$ cat src/rtl/uart_pkg.sv
// Shared UART definitions: FSM state encodings and the oversampling ratio.
package uart_pkg;

  // Oversampling ratio of the shared baud-rate generator (sample ticks per bit).
  localparam int unsigned OVERSAMPLE = 16;

  // Encodings are shared with the transmitter.
  typedef enum logic [1:0] {
    IDLE  = 2'b00,
    START = 2'b01,
    DATA  = 2'b10,
    STOP  = 2'b11
  } uart_state_e;

endpackage

$ cat src/rtl/uart_receiver_if.sv
// Receiver-to-RX-FIFO handoff: received word, write strobe and framing-error flag.
interface uart_receiver_if #(
  parameter int unsigned DBITS = 8
);

  logic [DBITS-1:0] data_out;
  logic             rx_done;
  logic             frame_err;

  // Receiver drives the word; the FIFO side consumes it.
  modport master (output data_out, output rx_done, output frame_err);
  modport slave  (input data_out, input rx_done, input frame_err);

endinterface

$ cat src/rtl/sync_2ff.sv
// Two-flop synchroniser for a single asynchronous input, with a selectable reset value.
module sync_2ff #(
  parameter logic RESET_VAL = 1'b1
) (
  input  logic clk,
  input  logic reset_n,
  input  logic d,
  output logic q
);

  logic meta_q;
  logic sync_q;

  // Two-stage shift toward the clock domain; first stage may go metastable.
  always_ff @(posedge clk or negedge reset_n) begin
    if (!reset_n) begin
      meta_q <= RESET_VAL;
      sync_q <= RESET_VAL;
    end else begin
      meta_q <= d;
      sync_q <= meta_q;
    end
  end

  assign q = sync_q;

endmodule

$ cat src/rtl/uart_receiver.sv
// UART receiver: synchronises rx, oversamples it on sample_tick, recovers start/data/stop
// and hands each word to the RX FIFO with a one-cycle rx_done strobe.
module uart_receiver
  import uart_pkg::*;
#(
  parameter int unsigned DBITS   = 8,
  parameter int unsigned SB_TICK = 16
) (
  input  logic                  clk_100MHz,
  input  logic                  reset_n,
  input  logic                  rx,
  input  logic                  sample_tick,
  uart_receiver_if.master       rx_bus,
  output logic [1:0]            state_out
);

  // Tick index at the middle of the start bit, at the end of a data bit and of the stop bit.
  localparam logic [3:0] START_MID = 4'(OVERSAMPLE / 2 - 1);
  localparam logic [3:0] BIT_END   = 4'(OVERSAMPLE - 1);
  localparam logic [3:0] STOP_END  = 4'(SB_TICK - 1);
  localparam logic [2:0] LAST_BIT  = 3'(DBITS - 1);

  logic rx_s;

  uart_state_e      state_q, state_d;
  logic [3:0]       tick_q, tick_d;
  logic [2:0]       nbits_q, nbits_d;
  logic [DBITS-1:0] shreg_q, shreg_d;
  logic             armed_q, armed_d;
  logic [DBITS-1:0] data_out_q, data_out_d;
  logic             rx_done_q, rx_done_d;
  logic             frame_err_q, frame_err_d;

  sync_2ff #(
    .RESET_VAL (1'b1)
  ) u_rx_sync (
    .clk     (clk_100MHz),
    .reset_n (reset_n),
    .d       (rx),
    .q       (rx_s)
  );

  // State and datapath registers; outputs are registered too.
  always_ff @(posedge clk_100MHz or negedge reset_n) begin
    if (!reset_n) begin
      state_q     <= IDLE;
      tick_q      <= '0;
      nbits_q     <= '0;
      shreg_q     <= '0;
      armed_q     <= 1'b1;
      data_out_q  <= '0;
      rx_done_q   <= 1'b0;
      frame_err_q <= 1'b0;
    end else begin
      state_q     <= state_d;
      tick_q      <= tick_d;
      nbits_q     <= nbits_d;
      shreg_q     <= shreg_d;
      armed_q     <= armed_d;
      data_out_q  <= data_out_d;
      rx_done_q   <= rx_done_d;
      frame_err_q <= frame_err_d;
    end
  end

  // Next-state logic: sample_tick only acts on the current state, never on the one entered.
  always_comb begin
    state_d     = state_q;
    tick_d      = tick_q;
    nbits_d     = nbits_q;
    shreg_d     = shreg_q;
    armed_d     = armed_q;
    data_out_d  = data_out_q;
    frame_err_d = frame_err_q;
    rx_done_d   = 1'b0;

    case (state_q)
      IDLE: begin
        // armed blocks restarting on a line that was already low after a break.
        if (rx_s) begin
          armed_d = 1'b1;
        end else if (armed_q) begin
          state_d = START;
          tick_d  = '0;
        end
      end

      START: begin
        if (sample_tick) begin
          if (tick_q == START_MID) begin
            if (!rx_s) begin
              state_d = DATA;
              tick_d  = '0;
              nbits_d = '0;
            end else begin
              state_d = IDLE;
            end
          end else begin
            tick_d = tick_q + 4'd1;
          end
        end
      end

      DATA: begin
        if (sample_tick) begin
          if (tick_q == BIT_END) begin
            // Shift in from the top so the first bit on the line ends up in the LSB.
            shreg_d = DBITS'({rx_s, shreg_q} >> 1);
            tick_d  = '0;
            if (nbits_q == LAST_BIT) begin
              state_d = STOP;
            end else begin
              nbits_d = nbits_q + 3'd1;
            end
          end else begin
            tick_d = tick_q + 4'd1;
          end
        end
      end

      STOP: begin
        if (sample_tick) begin
          if (tick_q == STOP_END) begin
            state_d     = IDLE;
            data_out_d  = shreg_q;
            frame_err_d = ~rx_s;
            rx_done_d   = 1'b1;
            if (!rx_s) begin
              armed_d = 1'b0;
            end
          end else begin
            tick_d = tick_q + 4'd1;
          end
        end
      end

      default: begin
        state_d = IDLE;
      end
    endcase
  end

  assign rx_bus.data_out  = data_out_q;
  assign rx_bus.rx_done   = rx_done_q;
  assign rx_bus.frame_err = frame_err_q;
  assign state_out        = state_q;

endmodule

$ cat src/flat_wrapper.sv
// flat-port wrapper written by rule: the top's interface ports become plain ports
module uart_receiver_flat import uart_pkg::*;
#(
  parameter int unsigned DBITS   = 8,
  parameter int unsigned SB_TICK = 16
)
  (clk_100MHz, reset_n, rx, sample_tick, state_out, rx_bus_data_out, rx_bus_rx_done, rx_bus_frame_err);
  uart_receiver_if #(.DBITS(DBITS)) rx_bus_i ();
  input  logic clk_100MHz;
  input  logic reset_n;
  input  logic rx;
  input  logic sample_tick;
  output logic [1:0] state_out;
  output wire logic [$bits(rx_bus_i.data_out)-1:0] rx_bus_data_out;
  output wire logic [$bits(rx_bus_i.rx_done)-1:0] rx_bus_rx_done;
  output wire logic [$bits(rx_bus_i.frame_err)-1:0] rx_bus_frame_err;
  assign rx_bus_data_out = rx_bus_i.data_out;
  assign rx_bus_rx_done = rx_bus_i.rx_done;
  assign rx_bus_frame_err = rx_bus_i.frame_err;
  uart_receiver #(.DBITS(DBITS), .SB_TICK(SB_TICK)) u_core (.clk_100MHz(clk_100MHz), .reset_n(reset_n), .rx(rx), .sample_tick(sample_tick), .rx_bus(rx_bus_i), .state_out(state_out));
endmodule
$ cat config.mk
export PLATFORM = sky130hd
export DESIGN_NAME = uart_receiver_flat
export DESIGN_NICKNAME = d
export VERILOG_FILES = /design/src/rtl/uart_pkg.sv /design/src/rtl/uart_receiver_if.sv /design/src/rtl/sync_2ff.sv /design/src/rtl/uart_receiver.sv /design/src/flat_wrapper.sv
export SDC_FILE = /design/constraint.sdc
export NUM_CORES = 1
export LEC_CHECK = 0
export ABC_CLOCK_PERIOD_IN_PS = 1800
export BUFFER_PORTS_ARGS = -buffer_cell sky130_fd_sc_hd__buf_2
export CORE_MARGIN = 2
export CORE_UTILIZATION = 30
export CTS_CLUSTER_SIZE = 20
export DETAILED_ROUTE_END_ITERATION = 8
export PLACE_DENSITY = 0.5
export SLEW_MARGIN = 20
export SYNTH_ARGS = -nofsm -noshare
export SYNTH_HDL_FRONTEND = slang
export SYNTH_SLANG_ARGS = --single-unit
export TNS_END_PERCENT = 20
$ cat constraint.sdc
create_clock -name clk_100MHz -period 1.8 [get_ports clk_100MHz]
set_input_delay 0 -clock clk_100MHz [delete_from_list [all_inputs] [get_ports clk_100MHz]]
set_output_delay 0 -clock clk_100MHz [all_outputs]
set_load 0.005 [all_outputs]
Word level (Yosys, flattened, before mapping):

Cells that the tools add are included.
W data, S select, Z words.

* register bits: 30
* output and inout port bits: 12
* logic and storage cells: 79
* bits of input ports: 4

* add/subtract/negate cells: 2
* bitwise gates (word level): 1
* reduce and logical (&&, ||, !) cells: 9
* equal/unequal tests: 21
* multiplexer cells: 36

Operator list (count)
* $mux W4: 9
* $mux W2: 10
* $mux W3: 6
* $ne A2 B2 Y1 const B: 9
* $pmux W4 S4: 1
* $reduce_and A7 Y1: 2
* $ne A2 B1 Y1 const B: 5
* $reduce_and A9 Y1: 1
* $pmux W2 S4: 1
* $mux W1: 7
* $pmux W3 S2: 1
* $reduce_and A3 Y1: 2
* $reduce_and A5 Y1: 1
* $add A4 B1 Y4 const B: 1
* $eq A2 B2 Y1 const B: 2
* $eq A4 B3 Y1 const B: 1
* $eq A4 B4 Y1 const B: 1
* $reduce_bool A2 Y1: 2
* $add A3 B1 Y3 const B: 1
* $eq A3 B3 Y1 const B: 1
* $ne A3 B3 Y1 const B: 1
* $eq A2 B1 Y1 const B: 1
* $logic_not A2 Y1: 1
* $pmux W1 S2: 1
* $not A1 Y1: 1

Logic depth before layout (Yosys ltp):

Gate-level depths: netlist of the first run.

* depth after elaboration: 5
* mapped depth: 6
* mapped depth without buffers: 6

By module:

Synthesis of the first run repeated with hierarchy kept, for this count alone.

* cell total of the unflattened synthesis: 111
* area total of the unflattened synthesis: 1416.4 um2

By module, submodules not included
* uart_receiver: instances 1, area each 1363.8 um2, cells an instance 109, sequential area each 701.9 um2
* sync_2ff: instances 1, area each 52.6 um2, cells an instance 2, sequential area each 52.6 um2

Worst setup path after synthesis of the first run:

OpenSTA, ideal clock, no wires.

* path kind: flip-flop to flip-flop
* start point: register u_core.state_q[0], in the netlist u_core.state_out[0]
* end point: register u_core.tick_q[0]
* buffers on the path: 1
* slack: 174 ps
* data required time: 1675 ps
* arrival time: 1501 ps
* stages on the path, launching flop included: 5
* period minus slack after synthesis: 1626 ps
* setup time: 125 ps
* path through: dfrtp_1 -> buf_2 -> o41ai_1 -> o31a_2 -> mux2_2

* cells in the longest elaborated chain, start to end: 3
* elaborated cells on any way between the ends: 13
* those cells by class: 10 x eq/ne; 1 x mux; 2 x reduce/logical

Ends and longest elaborated chain
* start: declaration: RTL line uart_receiver.sv:25 `uart_state_e state_q, state_d;`
* start signal: assignment: RTL line uart_receiver.sv:55 `state_q <= state_d;`
* $eq A2 B1 Y1 (tied with other cells): RTL line uart_receiver.sv:77 `case (state_q)`
* $ne A3 B3 Y1 (no line) (tied with other cells)
* $reduce_and A7 Y1 (no line)
* end signal: assignment: RTL line uart_receiver.sv:56 `tick_q <= tick_d;`
* end: declaration: RTL line uart_receiver.sv:26 `logic [3:0] tick_q, tick_d;`

Several ways; a longest one is shown, not always the timed one.
A chain may end at the register's enable or synchronous reset.

Worst setup path after layout of the first run:

* start point: register u_core.tick_q[0]
* end point: register u_core.nbits_q[2]

* cells in the longest elaborated chain, start to end: 3
* elaborated cells on any way between the ends: 5
* those cells by class: 4 x eq/ne; 1 x reduce/logical

Ends and longest elaborated chain
* $eq A4 B4 Y1 or $eq A4 B3 Y1 (tied branches): RTL line uart_receiver.sv:106, uart_receiver.sv:90
* $ne A2 B1 Y1 (no line)
* $reduce_and A7 Y1 (no line) (*)
* end signal: assignment: RTL line uart_receiver.sv:57 `nbits_q <= nbits_d;`
* end: declaration: RTL line uart_receiver.sv:27 `logic [2:0] nbits_q, nbits_d;`

Mark *: on every way between the ends. The rest lies on a longest branch, timed or not.

==> summary.md, run 1 <==
| Metric | Value |
|---|---|
| # Post-CTS Setup Buffers | `0` |
| CTS Buffer Depth | `2` |
| Ant. Diodes | `0` |
| Peak fanout along the critical path | `5` |
| Post-DRT Antenna Nets | `0` |
| Status | `complete, no violations` |
| Share of post-route cells with drive strength above 1 | `35.33%` |
| Top post-synthesis cells by area | `dfrtp_1 49%, mux2_2 9.1%, nand2_1 7.7%` |
| Worst hold path class | `input pin to register` |
| Top-Level Pins | `16` |
| Worst skew pair latency | `0.28 ns` |
| First-pass GRT wire length | `4485 um` |
| Asr flop ratio synth | `100.0%` |
| Core footprint | `4384 um2` |
| GR Overflow Total | `0` |
| Die X-Extent | `71.49 um` |
| Synthesized netlist cell count | `124` |
| Reg2reg path depth | `5` |
| FF+latch count, synth | `30` |
| Pin count of the biggest net entering global routing | `31` |
| Remaining DRCs | `0` |
| PwrDens | `1276 nW/um2` |
| Synth-to-layout area growth | `21.89%` |
| Worst-Margin Slew | `0.6674 ns` |
| Fillers | `446` |
| # setup viols final | `0` |
| Initial antenna violation count | `0` |
| Critical Path AT | `1.87 ns` |
| Starting Density | `31.16%` |
| Hold Crit Depth | `4` |
| Die ar. | `5110 um2` |
| Commonest non-fill, non-tap cell in the layout | `nand2_1` |
| Port-buffer cells | `15` |
| Worst setup EP type | `register` |
| DR WL/cell | `12.49 um` |
| Pwr Total | `0.002125 W` |
| Post-Syn Area | `1366 um2` |
| Count of different cell masters after synthesis | `34` |
| End of the worst register-to-register path | `u_core.nbits_q[2]` |
| CP Data Required Time | `1.97 ns` |
| Total CTS buffers | `5` |
| Cell taking the most area after synthesis | `dfrtp_1` |
| DP HPWL | `1814 um` |
| RR Startpoint | `u_core.tick_q[0]` |
| RSZ-0062 raised after global routing | `no` |
| Dpl cells | `193` |
| Htree depth | `2` |
| Fmax | `586.3 MHz` |
| Peak supply drop | `508.0 uV` |
| Worst slew margin | `55.51%` |
| Final Hold Fails | `0` |
| Worst R2R Setup Slack | `0.09 ns` |
| CTS tree | `built` |
| Sequential share of the synthesized area | `55.22%` |
| Placement row count | `24` |
| Final #Nets | `157` |
| Multi-input logic area | `570.5 um2` |
| Sink Count | `30` |
| Clock skew | `0.008081 ns` |
| Root Buffer Master | `clkbuf_8` |
| Yosys warning total | `0` |
| Clock slew at reported path FFs | `0.06 ns` |
| Vias in the first global route | `969` |
| GRT Util Overall | `11.60%` |
| DIE HEIGHT | `71.49 um` |
| DR iter-0 viols | `50` |
| Setup TNS Final | `0 ns` |
| Syn_area_per_cell | `11.02 um2` |
| Fin crit share | `94.76%` |
| Post-synth EDFFs | `0` |
| Via/cell ratio | `4.832` |
| Highest-count cells in the layout ignoring fill and taps | `28 x nand2_1, 27 x dfrtp_1, 15 x buf_2` |
| Crit path kind | `register to register` |
| Pre-Repair DR Iteration Count | `4` |
| Non-Filler Instances | `202` |
| Max Cap Violations | `0` |
| Top_reg_cell synth | `dfrtp_1` |
| Via count | `976` |
| Minimum clock period | `1.706 ns` |
| Syn nets | `131` |
| Sequential cell area | `754.5 um2` |
| Slew Viols, Final | `0` |
| Leakage Power | `0.8714 nW` |
| Core Util, Final | `37.99%` |
| Aggregate routed wire length | `2522 um` |
| Hold path start | `sample_tick` |
| Gpl congestion | `0.8094` |
| WHS Endpoint | `u_core.state_out[0]` |
| Synth top area share | `49.45%` |
| Critical Path Source Type | `register` |
==> registers in the layout, summed over array words and instances (netlist names), 3 cells and up, named ones only <==
signal / flops
u_core.nbits_q: 3
u_core.tick_q: 4
u_core.rx_bus.data_out: 8
u_core.shreg_q: 8
==> synthesized netlist by cell type, drive strengths merged (2+ instances only) <==
cell and number:
mux2 13, nand2 28, inv 5, and3 3
or3 2, dfstp 3, nor2 5, buf 3
ha 3, o211ai 2, nor3 3, nand3 4
o21ai 4, dfrtp 27, a21oi 5
==> worst max-delay path, stage by stage, from the launching register on <==
cell and delay (ns):
dfrtp_1 0.38, ha_2 0.23, nand3_1 0.11, or3_4 0.36
o22a_4 0.22, mux2_4 0.30
==> timing repair <==
item / in CTS / in global routing
endpoints found under the hold margin: 28 / 0
gates resized for setup: 0 / 1
hold buffers: 2 / 0
setup endpoints to repair: 0 / 2
==> through the flow <==
stage               instance area [um2]  hold WS, ns  setup slack (ns)
floorplan                          1366      -0.2956            0.1740
global placement                   1530      0.07246            0.1214
detailed placement                 1530      0.08011           0.06405
CTS                                1663       0.2066           0.06029
global route                       1665       0.2276          0.003893
finish                             1665       0.2067           0.09425
==> cells by family (layout without fill, tap and decap cells) <==
logic type | Yosys count | in the layout | synth area share [%]
AO/OA/AOI/OAI | 19 | 19 | 9.891
buffers and inverters | 10 | 36 | 3.205
multiplexers | 13 | 13 | 11.26
AND/OR/NAND/NOR | 49 | 49 | 17.67
flip-flops | 30 | 30 | 55.22
adder cells (fa/ha/maj) | 3 | 3 | 2.748
==> metal layers <==
layer	up-vias	track usage, %	part of all wire, %
met5	-	0	0
met4	0	5.660	2.3
met3	7	4.219	4.3
met2	15	18.62	48
li1	484	-	-
met1	470	13.77	45
==> power by group <==
group	leakage, nW	internal (W)	switching [W]
clock network	0.0573	0.000442	0.000246
registers	0.390	0.000770	0.0000990
logic	0.424	0.000285	0.000282
total	0.871	0.00150	0.000627
==> area by class of cell <==
| class | instances | area share [%] |
|---|---|---|
| clock buffers | 6 | 4.959 |
| well taps | 52 | 3.907 |
| inverters | 6 | 1.352 |
| repair buffers | 23 | 8.415 |
| clock inverters | 1 | 1.803 |
| multi-input cells | 84 | 34.26 |
| flip-flops and latches | 30 | 45.30 |
==> how the worst max path moves through the flow <==
stage | startpoint | endpoint | slack, ns | cells past startpoint
floorplan | u_core.state_out[0] | u_core.tick_q[0] | 0.17 | 4
global placement | u_core.tick_q[0] | u_core.nbits_q[2] | 0.12 | 5
detailed placement | u_core.tick_q[0] | u_core.nbits_q[2] | 0.06 | 5
CTS | u_core.tick_q[0] | u_core.nbits_q[2] | 0.06 | 5
global route | u_core.tick_q[0] | u_core.nbits_q[2] | 0.004 | 5
finish | u_core.tick_q[0] | u_core.nbits_q[2] | 0.09 | 5
Note: power is estimated with default switching activity, not from simulation.
==> run 2, diff against run 1 <==
- ABC_CLOCK_PERIOD_IN_PS: 1800 -> 1550
- PLACE_DENSITY: 0.5 -> 0.51
- clock period: 1.8 -> 1.55 ns (I/O delays scaled with it)
==> run 2 against run 1 <==
  * Sequential power grew 20%
  * Die area is the same
  * Combinational power grew 56%
  * The run now ends with negative setup slack left
  * Wire length grew 11%
  * Cell area grew 9.5%
  * Critical path type unchanged
==> summary.md, run 2 (synthesis gave the netlist of run 1 again) <==
| Metric | Value |
|---|---|
| CP Data Required Time | `1.71 ns (was 1.97 ns)` |
| Peak supply drop | `668.3 uV (was 508.0 uV)` |
| Remaining DRCs | `0 (unchanged)` |
| DP HPWL | `2060 um (was 1814 um)` |
| Gpl congestion | `0.7929 (was 0.8094)` |
| Core footprint | `4384 um2 (unchanged)` |
| Worst skew pair latency | `0.28 ns (about the same)` |
| Dpl cells | `207 (was 193)` |
| Pin count of the biggest net entering global routing | `31 (unchanged)` |
| Worst hold path class | `input pin to register (unchanged)` |
| Crit path kind | `register to register (unchanged)` |
| Via/cell ratio | `4.671 (was 4.832)` |
| Hold path start | `sample_tick (unchanged)` |
| Htree depth | `2 (unchanged)` |
| DIE HEIGHT | `71.49 um (unchanged)` |
| Worst slew margin | `55.44% (was 55.51%)` |
| CTS tree | `built (unchanged)` |
| Root Buffer Master | `clkbuf_8 (unchanged)` |
| Slew Viols, Final | `0 (unchanged)` |
| Sink Count | `30 (unchanged)` |
| Peak fanout along the critical path | `3 (was 5)` |
| Fmax | `627.2 MHz (was 586.3 MHz)` |
| GRT Util Overall | `12.18% (was 11.60%)` |
| Top-Level Pins | `16 (unchanged)` |
| Pwr Total | `0.002733 W (was 0.002125 W)` |
| Total CTS buffers | `5 (unchanged)` |
| DR iter-0 viols | `19 (was 50)` |
| Slowest-stage cell, CP | `dfrtp_1 (unchanged)` |
| CTS Buffer Depth | `2 (unchanged)` |
| Post-DRT Antenna Nets | `0 (unchanged)` |
| Via count | `1023 (was 976)` |
| Fin crit share | `102.9% (was 94.76%)` |
| Pre-Repair DR Iteration Count | `4 (unchanged)` |
| Worst-Margin Slew | `0.6685 ns (was 0.6674 ns)` |
| Critical Path AT | `1.76 ns (was 1.87 ns)` |
| RR Startpoint | `u_core.tick_q[0] (unchanged)` |
| Violated checks | `negative setup slack` |
| # setup viols final | `4 (was 0)` |
| Commonest non-fill, non-tap cell in the layout | `nand2_1 (unchanged)` |
| Critical Path Source Type | `register (unchanged)` |
| Setup ws final | `-0.04435 ns (was 0.09425 ns)` |
| First-pass GRT wire length | `4767 um (was 4485 um)` |
| Cell family with most CP delay | `simple AND/OR/NAND/NOR gates (unchanged)` |
| Worst setup EP type | `register (unchanged)` |
| Met2 wire len | `1376 um (was 1210 um)` |
| Top Layer Used | `met4 (unchanged)` |
| Final #Nets | `173 (was 157)` |
| Non-Filler Instances | `219 (was 202)` |
| Leakage Power | `0.9528 nW (was 0.8714 nW)` |
| Reg2reg path depth | `5 (unchanged)` |
| Minimum clock period | `1.594 ns (was 1.706 ns)` |
| RSZ-0062 raised after global routing | `yes (was no)` |
| Synth-to-layout area growth | `33.52% (was 21.89%)` |
| Aggregate routed wire length | `2788 um (was 2522 um)` |
| Port-buffer cells | `15 (unchanged)` |
| Share of post-route cells with drive strength above 1 | `46.11% (was 35.33%)` |
| Die ar. | `5110 um2 (unchanged)` |
| Starting Density | `31.16% (unchanged)` |
| Final Hold Fails | `0 (unchanged)` |
| PwrDens | `1498 nW/um2 (was 1276 nW/um2)` |
| Vias in the first global route | `1070 (was 969)` |
| Metal3 WL | `99 um (was 108 um)` |
| Worst R2R Setup Slack | `-0.04 ns (was 0.09 ns)` |
| Ant. Diodes | `0 (unchanged)` |
| Clock slew at reported path FFs | `0.07 ns (was 0.06 ns)` |
| Initial antenna violation count | `0 (unchanged)` |
| Hold Crit Depth | `3 (was 4)` |
| Clock skew | `0.007718 ns (was 0.008081 ns)` |
| Status | `complete, but fails checks (was complete, no violations)` |
| DR WL/cell | `12.73 um (was 12.49 um)` |
| Critical path's largest stage delay | `0.39 ns (was 0.38 ns)` |
| Metal-1 WL | `1276 um (was 1142 um)` |
| Highest-count cells in the layout ignoring fill and taps | `28 x nand2_1, 24 x dfrtp_1, 22 x buf_4 (was 28 x nand2_1, 27 x dfrtp_1, 15 x buf_2)` |
| Placement row count | `24 (unchanged)` |
| CP bufs+invs | `0 (unchanged)` |
| Die X-Extent | `71.49 um (unchanged)` |
| End of the worst register-to-register path | `u_core.nbits_q[1] (was u_core.nbits_q[2])` |
| GR Overflow Total | `0 (unchanged)` |
| Max Cap Violations | `0 (unchanged)` |
| Critical-path cell list | `ha_4 -> nand3_2 -> or3_4 -> o22a_4 -> mux2_4 (was ha_2 -> nand3_1 -> or3_4 -> o22a_4 -> mux2_4)` |
-- run 2: cell types whose count changed in the layout (fill, tap and decap cells not counted), sizes merged --
cell,previous run,this run
buf,21,37
clkbuf,6,7
-- run 2: through the flow --
step	hold WS [ns]	utilization [%]	setup TNS, ns	worst slack (ns)	area [um2]
after floorplan	-0.2956	-	-0.09765	-0.04362	1391
after global placement	0.06703	37.87	-0.08393	-0.03404	1660
after detailed placement	0.07941	37.87	-0.3281	-0.08317	1660
after CTS	0.2460	41.21	-0.1359	-0.04663	1807
after global routing	0.2711	41.61	-0.4451	-0.09305	1824
final	0.2504	41.61	-0.1459	-0.04435	1824
-- run 2: what timing repair did --
| action | CTS | global route |
|---|---|---|
| buffers inserted | 1 | 1 |
| endpoints found under the hold margin | 28 | 0 |
| gates resized for setup | 2 | 4 |
| endpoints found under the setup margin | 12 | 7 |
| hold buffers | 2 | 0 |
| pin swaps | 3 | 2 |
-- run 2: per-layer routing --
layer | up-vias | track usage, %
li1 | 507 | -
met1 | 498 | 14.15
met2 | 13 | 20.47
met3 | 5 | 3.797
met4 | 0 | 5.660
met5 | - | 0
-- run 2: where the power goes --
part | internal, W | switching [W]
Combinational | 0.000504 | 0.000379
Clock | 0.000524 | 0.000289
Sequential | 0.000901 | 0.000135
Total | 0.00193 | 0.000804
-- run 2: tightest hold or removal path: cells and delay by family --
family	cells	cell delay, ns
and+or+nand+nor	1	0.20
AOI/OAI and AO/OA	1	0.15
buffers and inverters	1	0.14
-- run 2: worst max path at each step --
stage	from	end	slack, ns	depth (start not counted)
finish	u_core.tick_q[0]	u_core.nbits_q[1]	-0.04	5
global route	u_core.tick_q[0]	u_core.nbits_q[1]	-0.09	5
CTS	u_core.tick_q[0]	u_core.nbits_q[1]	-0.05	5
detailed placement	u_core.tick_q[1]	u_core.nbits_q[1]	-0.08	5
global placement	u_core.tick_q[1]	u_core.nbits_q[1]	-0.03	5
floorplan	u_core.tick_q[0]	u_core.nbits_q[1]	-0.04	5
-- run 2: area by class of cell --
type	count	area (um2)
clock buffers	7	86.33
well taps	52	65.06
multi-input cells	84	600.6
repair buffers	39	260.3
clock inverters	1	30.03
inverters	6	23.77
flip-flops and latches	30	758.2
fillers	420	2560
